**src/rtl/pcnn_pkg.sv**
```systemverilog
// rtl/pcnn_pkg.sv - shared types, default widths and phase-length helpers for the pcnn feeder
package pcnn_pkg;

    typedef enum logic [2:0] {
        ST_IDLE,
        ST_GO,
        ST_IMG,
        ST_KER,
        ST_WAIT,
        ST_FIN
    } state_t;

    localparam int DW_DEF = 8;
    localparam int WW_DEF = 9;
    localparam int OW_DEF = 20;

    function automatic int img_len(input int as);
        return as * as;
    endfunction

    function automatic int ker_len(input int bs);
        return bs * bs;
    endfunction

endpackage

```
**src/rtl/pcnn_addr_gen.sv**
```systemverilog
// rtl/pcnn_addr_gen.sv - phase counter and one-ahead prefetch address generator
module pcnn_addr_gen
    import pcnn_pkg::*;
#(
    parameter int AS    = 6,
    parameter int BS    = 3,
    parameter int AW    = 8,
    parameter int KBASE = 36
) (
    input  logic          clk,
    input  logic          reset,
    input  state_t        phase_i,
    input  logic          step_i,
    output logic [AW-1:0] mem_addr_o,
    output logic          mem_rd_o,
    output logic          img_last_o,
    output logic          ker_last_o
);

    localparam int IMG_N = img_len(AS);
    localparam int KER_N = ker_len(BS);
    localparam int CW    = $clog2((IMG_N > KER_N) ? IMG_N : KER_N) + 1;

    localparam logic [AW-1:0] IMG_END   = AW'(IMG_N - 1);
    localparam logic [AW-1:0] KER_START = AW'(KBASE);
    localparam logic [AW-1:0] KER_END   = AW'(KBASE + KER_N - 1);
    localparam logic [CW-1:0] IMG_CLAST = CW'(IMG_N - 1);
    localparam logic [CW-1:0] KER_CLAST = CW'(KER_N - 1);

    logic [CW-1:0] cnt_q, cnt_d;
    logic [AW-1:0] addr_q, addr_d;
    logic          rd_q, rd_d;

    assign img_last_o = (phase_i == ST_IMG) && (cnt_q == IMG_CLAST);
    assign ker_last_o = (phase_i == ST_KER) && (cnt_q == KER_CLAST);
    assign mem_addr_o = addr_q;
    assign mem_rd_o   = rd_q;

    always_comb begin
        cnt_d = cnt_q;
        if (img_last_o || ker_last_o || !(phase_i == ST_IMG || phase_i == ST_KER)) begin
            cnt_d = '0;
        end else if (step_i) begin
            cnt_d = cnt_q + CW'(1);
        end
    end

    // The address leads the FSM by one cycle so data lands as the phase consumes it.
    always_comb begin
        addr_d = addr_q;
        rd_d   = rd_q;
        if (step_i) begin
            if (phase_i == ST_IDLE) begin
                addr_d = '0;
                rd_d   = 1'b1;
            end else if (rd_q) begin
                if (addr_q == IMG_END) begin
                    addr_d = KER_START;
                end else if (addr_q == KER_END) begin
                    rd_d = 1'b0;
                end else begin
                    addr_d = addr_q + AW'(1);
                end
            end
        end
    end

    always_ff @(posedge clk or negedge reset) begin
        if (!reset) begin
            cnt_q  <= '0;
            addr_q <= '0;
            rd_q   <= 1'b0;
        end else begin
            cnt_q  <= cnt_d;
            addr_q <= addr_d;
            rd_q   <= rd_d;
        end
    end

endmodule

```
**src/rtl/pcnn_feeder.sv**
```systemverilog
// rtl/pcnn_feeder.sv - loads image and kernel from memory into pcnn, waits for done, reports result
module pcnn_feeder
    import pcnn_pkg::*;
#(
    parameter int AS    = 6,
    parameter int BS    = 3,
    parameter int AW    = 8,
    parameter int KBASE = 36,
    parameter int DW    = DW_DEF,
    parameter int WW    = WW_DEF,
    parameter int OW    = OW_DEF,
    parameter int TMO   = 1024
) (
    input  logic          clk,
    input  logic          reset,
    input  logic          start,
    output logic          busy,
    output logic          mem_rd,
    output logic [AW-1:0] mem_addr,
    input  logic [WW-1:0] mem_rdata,
    output logic          go_o,
    output logic [DW-1:0] a_o,
    output logic [WW-1:0] b_o,
    input  logic          done_i,
    input  logic [OW-1:0] out_i,
    output logic [OW-1:0] result,
    output logic          finish,
    output logic          timeout
);

    if (!((img_len(AS) <= KBASE) && (KBASE + ker_len(BS) <= (1 << AW)) && (DW <= WW)))
    begin : g_param_check
        $error("pcnn_feeder: image/kernel layout does not fit the memory map");
    end

    localparam int TW = $clog2(TMO + 1);

    state_t        state_q, state_d;
    logic [TW-1:0] wcnt_q, wcnt_d;
    logic          busy_q, busy_d;
    logic          go_q, go_d;
    logic [DW-1:0] a_q, a_d;
    logic [WW-1:0] b_q, b_d;
    logic [OW-1:0] cap_q, cap_d;
    logic [OW-1:0] res_q, res_d;
    logic          fin_q, fin_d;
    logic          tmo_q, tmo_d;

    logic accept, step, img_last, ker_last, tmo_hit;

    // busy_q lingers one cycle in IDLE after FIN; a start there is not taken.
    assign accept  = (state_q == ST_IDLE) && start && !busy_q;
    assign step    = accept || (state_q == ST_GO) || (state_q == ST_IMG) || (state_q == ST_KER);
    assign tmo_hit = (wcnt_q == TW'(TMO - 1));

    pcnn_addr_gen #(
        .AS    (AS),
        .BS    (BS),
        .AW    (AW),
        .KBASE (KBASE)
    ) u_addr_gen (
        .clk        (clk),
        .reset      (reset),
        .phase_i    (state_q),
        .step_i     (step),
        .mem_addr_o (mem_addr),
        .mem_rd_o   (mem_rd),
        .img_last_o (img_last),
        .ker_last_o (ker_last)
    );

    always_ff @(posedge clk or negedge reset) begin
        if (!reset) begin
            state_q <= ST_IDLE;
        end else begin
            state_q <= state_d;
        end
    end

    always_comb begin
        state_d = state_q;
        unique case (state_q)
            ST_IDLE: if (accept)   state_d = ST_GO;
            ST_GO:                 state_d = ST_IMG;
            ST_IMG:  if (img_last) state_d = ST_KER;
            ST_KER:  if (ker_last) state_d = ST_WAIT;
            ST_WAIT: begin
                if (done_i)       state_d = ST_FIN;
                else if (tmo_hit) state_d = ST_IDLE;
            end
            ST_FIN:                state_d = ST_IDLE;
            default:               state_d = ST_IDLE;
        endcase
    end

    always_comb begin
        busy_d = busy_q;
        go_d   = go_q;
        a_d    = a_q;
        b_d    = b_q;
        cap_d  = cap_q;
        res_d  = res_q;
        fin_d  = 1'b0;
        tmo_d  = tmo_q;
        wcnt_d = (state_q == ST_WAIT) ? wcnt_q + TW'(1) : '0;
        unique case (state_q)
            ST_IDLE: begin
                busy_d = 1'b0;
                if (accept) begin
                    busy_d = 1'b1;
                    go_d   = 1'b1;
                    a_d    = '0;
                    b_d    = '0;
                    tmo_d  = 1'b0;
                end
            end
            ST_IMG:  a_d = mem_rdata[DW-1:0];
            ST_KER:  b_d = mem_rdata;
            ST_WAIT: begin
                if (done_i) begin
                    cap_d = out_i;
                end else if (tmo_hit) begin
                    tmo_d  = 1'b1;
                    go_d   = 1'b0;
                    busy_d = 1'b0;
                end
            end
            ST_FIN: begin
                res_d = cap_q;
                fin_d = 1'b1;
                go_d  = 1'b0;
            end
            default: ;
        endcase
    end

    always_ff @(posedge clk or negedge reset) begin
        if (!reset) begin
            wcnt_q <= '0;
            busy_q <= 1'b0;
            go_q   <= 1'b0;
            a_q    <= '0;
            b_q    <= '0;
            cap_q  <= '0;
            res_q  <= '0;
            fin_q  <= 1'b0;
            tmo_q  <= 1'b0;
        end else begin
            wcnt_q <= wcnt_d;
            busy_q <= busy_d;
            go_q   <= go_d;
            a_q    <= a_d;
            b_q    <= b_d;
            cap_q  <= cap_d;
            res_q  <= res_d;
            fin_q  <= fin_d;
            tmo_q  <= tmo_d;
        end
    end

    assign busy    = busy_q;
    assign go_o    = go_q;
    assign a_o     = a_q;
    assign b_o     = b_q;
    assign result  = res_q;
    assign finish  = fin_q;
    assign timeout = tmo_q;

endmodule
```
**config.mk**
```make
export PLATFORM = sky130hd
export DESIGN_NAME = pcnn_feeder
export DESIGN_NICKNAME = d
export VERILOG_FILES = /design/src/rtl/pcnn_pkg.sv /design/src/rtl/pcnn_addr_gen.sv /design/src/rtl/pcnn_feeder.sv
export SDC_FILE = /design/constraint.sdc
export NUM_CORES = 1
export LEC_CHECK = 0
export BUFFER_PORTS_ARGS = -buffer_cell sky130_fd_sc_hd__buf_4
export CORE_ASPECT_RATIO = 0.5
export CORE_MARGIN = 2
export CORE_UTILIZATION = 43
export DETAILED_ROUTE_END_ITERATION = 7
export GPL_TIMING_DRIVEN = 0
export MAX_ROUTING_LAYER = met4
export PLACE_DENSITY = 0.65
export SLEW_MARGIN = 20
export SYNTH_ARGS = -nofsm -noshare
export SYNTH_HDL_FRONTEND = slang
export SYNTH_SLANG_ARGS = --single-unit
```
**constraint.sdc**
```tcl
create_clock -name clk -period 2 [get_ports clk]
set_input_delay 0.2 -clock clk [delete_from_list [all_inputs] [get_ports clk]]
set_output_delay 0.2 -clock clk [all_outputs]
set_load 0.005 [all_outputs]
```
==> results of run 1 <==
## layer usage
metal / vias up / GRT usage, % / routed length (µm)
met5: - / - / 0
met4: 0 / 8.08 / 147
met3: 16 / 4.68 / 388
met2: 81 / 29.3 / 4200
met1: 1486 / 23.2 / 3650
li1: 1400 / - / -
## cell type report
class                      count  area, µm²  area share, %
sequential                    91       2280           45.3
tap                          117        146           2.91
buffer                        14       66.3           1.32
inverter                      10       37.5          0.746
timing repair buffer          82        619           12.3
clock inverter                 6       93.8           1.87
multi-input combinational    231       1550           30.8
clock buffer                  10        239           4.75
## power by group through the flow
stage / combinational (W) / sequential (W) / clock (W)
after floorplan: 0.00125 / 0.00281 / 0
after global placement: 0.00214 / 0.00284 / 0
after detailed placement: 0.00223 / 0.00288 / 0
final: 0.00222 / 0.00285 / 0.00185
after CTS: 0.00224 / 0.00285 / 0.00190
after global routing: 0.00247 / 0.00294 / 0.00198
## sequential cells by signal (all words and copies together), names as in the netlist, 3 cells and up
name and cells:
u_addr_gen.mem_addr_o 8, state_q 3, u_addr_gen.cnt_q 7, a_o 8, cap_q 20, b_o 9
result 20, wcnt_q 11
## metrics by stage
stage	cell area, µm²	util, %	instances	total power [W]	setup slack [ns]
finish	5030	57.4	561	0.00693	0.157
global route	5030	57.4	561	0.00739	0.0254
CTS	5020	57.2	561	0.00700	0.0939
detailed placement	4680	53.4	545	0.00511	0.00248
global placement	4680	53.4	545	0.00498	0.0260
floorplan	3920	-	346	0.00406	0.433
## cells in the final DEF (no fill, tap or decap), types with 2 or more instances in the layout
| cell type | instances |
|---|---|
| nor2b_1 | 3 |
| clkbuf_1 | 3 |
| a21o_1 | 6 |
| a21oi_1 | 10 |
| ha_1 | 5 |
| a31oi_1 | 6 |
| inv_1 | 10 |
| nand4b_1 | 2 |
| xnor2_1 | 8 |
| nand4_1 | 3 |
| o21ai_0 | 29 |
| inv_6 | 2 |
| o21ai_1 | 2 |
| a22o_1 | 2 |
| buf_2 | 10 |
| nand2_1 | 47 |
| o211ai_1 | 2 |
| nand2b_1 | 2 |
| o31ai_1 | 3 |
| mux2_2 | 40 |
| and3_1 | 2 |
| buf_4 | 81 |
| nor2_1 | 17 |
| or4_1 | 2 |
| bufinv_16 | 2 |
| nor3_1 | 5 |
| nand3_1 | 12 |
| dfrtp_1 | 91 |
| clkbuf_16 | 9 |
| or3_1 | 6 |
## final timing paths
path                                       end  slack [ns]  cells after the start
max                                     b_o[5]        0.16                      5
min                                  wcnt_q[3]       -0.07                      1
max reg2reg                             b_o[5]        0.16                      5
min reg2reg                               go_o        0.50                      1
max in group asynchronous  u_addr_gen.cnt_q[3]        1.55                      1
min in group clk                        b_o[7]        0.08                      3
## logic make-up (layout without fill, tap and decap cells)
kind of cell	after synthesis	count (layout)	share of synthesized area (%)
and+or+nand+nor	110	110	13.6
DFF	91	91	58.1
AOI/OAI and AO/OA	66	66	10.3
muxes	41	41	11.7
buffers and inverters	24	122	2.65
xor gates and xnor gates	9	9	2.01
adders and majority gates	5	5	1.59
## critical path, delay by kind of cell, from the launching register on
family / cells / cell delay [ns]
AO/OA/AOI/OAI: 1 / 0.13
buffers and inverters: 1 / 0.29
flip-flops: 1 / 0.44
AND/OR/NAND/NOR: 3 / 0.85
## timing repair
action | in CTS | in global routing
setup endpoints to repair | 2 | 2
gates resized for setup | 1 | 1
cloned | 0 | 0
==> impl_metrics.ini, run 1 <==
[sta]
finalSetupViolations = 0
fmax_mhz = 543
fin_crit_ns = 1.84
hold_viol = 91
finClkSkew_ns = 0.00670
drv_slew = 0
hold_ws_ns = -0.0731
rsz0062_at_grt = false
finalCritPeriodShare_pct = 92.1
tns_ns = 0
relSlewSlack_pct = 47.1
worstMarginPinSlew_ns = 0.793

[clocking]
clk_pin_slew_ns = 0.06
tritoncts = yes
cts_num_sinks = 91
cts_hold_buf = 0
numCtsBuffers = 9
clk_latency_ns = 0.34
cts.htree.levels = 3
post_cts_buffers = 0
root_buffer = clkbuf_16
clk_path_buf_depth = 2

[floorplan]
coreArea_um2 = 8770
dieArea_um2 = 9950
fp-row-count = 24
initial_utilization_pct = 44.7
die_w_um = 139
dieHeight_um = 71.5
ioPinCount = 83

[global_routing]
grt_max_degree = 92
grt_pass1_vias = 2910
track_usage_pct = 18.6
overflow = 0
grt_pass1_wl_um = 14100
antenna_found_initial = 0

[finish]
diodes = 0
area_growth_pct = 28.2
drive_gt1_share_pct = 35.6
fill_cells = 733
fin_nets = 477

[logic_synthesis]
ys_warn_count = 0
synthesis.area_um2 = 3920
synth.area.top_cells = dfrtp_1 58%, mux2_2 11%, nand2_1 4.5%
synthCells = 346
ys.flop_type = dfrtp_1
yosysUniqueCellTypes = 43
seq_area_frac_synth_pct = 58.1
netlist_top_cells_count = 91 x dfrtp_1, 47 x nand2_1, 40 x mux2_2
synthesis.nets = 384
netlist.top_cell.by_area = dfrtp_1
syn_area_per_cell_um2 = 11.3
ys_seq_elements = 91
yosysTopAreaCellShare_pct = 58.1
ys_async_sr_fraction_pct = 100
synth_edf_count = 0
post-synth-top-count-cell = dfrtp_1

[setup_path]
end_kind = register
crit_start = state_q[0]
cp.arrival_ns = 2.05
reg2reg_from = state_q[0]
cp_slowest_cell = dfrtp_1
path_class = reg2reg
cp_cell_sequence = nor2_4, nand2_1, nor2_2, buf_2, o21ai_0
cp.required_ns = 2.21
critPathMaxFanout = 10
cp-start-kind = register
critPathMaxStageDelay_ns = 0.44

[pwr]
vdd_ir_drop_max_v = 0.000702
comb_power_share_pct = 32.1
powerDensity_nw_per_um2 = 1380
p_leak_nw = 2.39
p_int_w = 0.00469
switching_power_w = 0.00224
clkPwrFrac_pct = 26.7
power_frac_seq_pct = 41.2
swShare_pct = 32.3

[min_path]
hold_class = in2async

[outcome]
violations = negative hold slack
status = finished with violations

[route]
drcViolationCount = 0
wirelength_um = 8380
vias_per_cell = 5.32
drt_first_pass_iters = 4
vias = 2983
ant_nets = 0
first_iter_violations = 144
avgRoutedWirePerCell_um = 14.9

[job]
cap_violations = 0

[placement]
gp_congestion = 0.859
dp_hpwl_um = 6130
portBuffers = 82
Power figures use the tool's default switching activity.
==> run 2, diff against run 1 <==
CELL_PAD_IN_SITES_DETAIL_PLACEMENT = 1   (was unset)
CELL_PAD_IN_SITES_GLOBAL_PLACEMENT = 1   (was unset)
CORE_UTILIZATION = 42   (was 43)
PLACE_DENSITY = 0.78   (was 0.65)
==> impl_metrics.ini, run 2 (synthesis results as in run 1) <==
[finish]
fill_cells = 963
area_growth_pct = 27.8
multi_input_area_um2 = 1560
mostFrequentLayoutCell = dfrtp_1
regArea_um2 = 2280
diodes = 0
final_util_pct = 56.4
fin_nets = 478
final_cell_mix = 91 x dfrtp_1, 81 x buf_4, 47 x nand2_1, 40 x mux2_2, 29 x o21ai_0
drive_gt1_share_pct = 35.4

[outcome]
status = complete, no violations

[setup_path]
cp_slowest_cell = dfrtp_1
critPathTopFamily = simple AND/OR/NAND/NOR gates
ff2ff_setup_slack_ns = 0.20
reg2regPathDepth = 5
worstSetupEndpoint = cap_q[10]
cp-start-kind = register
cp.arrival_ns = 2.03
r2r-end = cap_q[10]
critPathBufInv = 1
reg2reg_from = state_q[1]
end_kind = register
crit_start = state_q[1]
cp_cell_sequence = and2b_1, nand2b_2, nor2_1, buf_2, mux2_2
cp.required_ns = 2.23
cp_num_cells = 5
critPathMaxFanout = 10
critPathMaxStageDelay_ns = 0.46
path_class = reg2reg

[floorplan]
dieHeight_um = 72.3
fp-row-count = 24
die_w_um = 141
ioPinCount = 83
initial_utilization_pct = 44.1
coreArea_um2 = 8890
dieArea_um2 = 10200

[pwr]
comb_power_share_pct = 33.3
swShare_pct = 33.8
power_frac_seq_pct = 41.7
vdd_ir_drop_max_v = 0.000603
powerDensity_nw_per_um2 = 1370
switching_power_w = 0.00233
clkPwrFrac_pct = 25.0
p_leak_nw = 2.38
fin_total_pwr_w = 0.00688
p_int_w = 0.00456

[sta]
relSlewSlack_pct = 44.3
rsz0062_at_grt = false
drv_slew = 0
setup_ws_ns = 0.196
finalSetupViolations = 0
tns_ns = 0
fin_crit_ns = 1.80
worstMarginPinSlew_ns = 0.835
hold_viol = 0
fmax_mhz = 554
finClkSkew_ns = 0.00944
finalCritPeriodShare_pct = 90.2

[global_routing]
grtUsageMet1_pct = 25.4
overflow = 0
track_usage_pct = 21.3
grt_max_degree = 92
antenna_found_initial = 0
use_met3_pct = 5.81
grt_busiest_layer = met2
met2_usage_pct = 36.5
grt_pass1_wl_um = 16400
grt_pass1_vias = 3185

[clocking]
cts.htree.levels = 3
clk_latency_ns = 0.35
root_buffer = clkbuf_16
numCtsBuffers = 9
tritoncts = yes
clk_pin_slew_ns = 0.06
clk_path_buf_depth = 2
cts_num_sinks = 91

[placement]
portBuffers = 82
gp_congestion = 0.871
pre_cts_ws_ns = -0.0514
dp_hpwl_um = 6850

[route]
wirelength_um = 9700
vias_per_cell = 5.39
avgRoutedWirePerCell_um = 17.3
ant_nets = 0
vias = 3024
drt_first_pass_iters = 5
drcViolationCount = 0
first_iter_violations = 145

[job]
cap_violations = 0

[min_path]
hold_class = in2reg
-- run 2: timing repair --
item                                    CTS  global route
hold buffers                              0             1
hold endpoints to repair                  0            19
buffers inserted                          0             0
endpoints found under the setup margin    8             9
resized for setup                         1             2
-- run 2: worst min-delay path by stage --
stage                 start     end  slack, ns  cells past startpoint
2_1_floorplan         reset  a_o[0]       -0.1                      0
3_3_place_gp   mem_rdata[8]  b_o[8]       0.41                      3
3_5_place_dp   mem_rdata[3]  a_o[3]       0.42                      3
4_1_cts        mem_rdata[3]  a_o[3]       0.06                      3
5_1_grt        mem_rdata[2]  a_o[2]       0.07                      3
6_report       mem_rdata[8]  b_o[8]       0.07                      3
-- run 2: layout make-up --
cell class / count / area share [%]
inverters: 10 / 0.749
flip-flops and latches: 91 / 45.4
repair buffers: 83 / 12.6
multi-input cells: 231 / 31.0
clock buffers: 10 / 4.77
plain buffers: 14 / 1.32
clock inverters: 5 / 1.22
well taps: 117 / 2.92
-- run 2: worst reg2reg max path, cell delays in order (launching register included) --
cell      delay [ns]
dfrtp_1         0.46
and2b_1         0.29
nand2b_2        0.12
nor2_1          0.14
buf_2           0.29
mux2_2          0.38
-- run 2: routing by layer --
metal,vias to the layer above,wire [µm],part of all wire (%)
li1,1398,-,-
met1,1531,4360,45
met2,80,4690,48
met3,15,509,5.2
met4,0,141,1.5
met5,-,0,0
-- run 2: stage by stage --
step / std cells / hold WS [ns] / cell area (µm²)
2_1_floorplan: 346 / -0.0956 / 3920
3_3_place_gp: 545 / 0.406 / 4680
3_5_place_dp: 545 / 0.424 / 4680
4_1_cts: 560 / 0.0591 / 4990
5_1_grt: 561 / 0.0665 / 5010
6_report: 561 / 0.0704 / 5010
-- run 2: power by group through the flow --
stage,Combinational [W],Sequential (W),Clock (W)
detailed placement,0.00229,0.00290,0
floorplan,0.00125,0.00281,0
global route,0.00257,0.00296,0.00184
CTS,0.00232,0.00288,0.00176
finish,0.00229,0.00287,0.00172
global placement,0.00216,0.00284,0
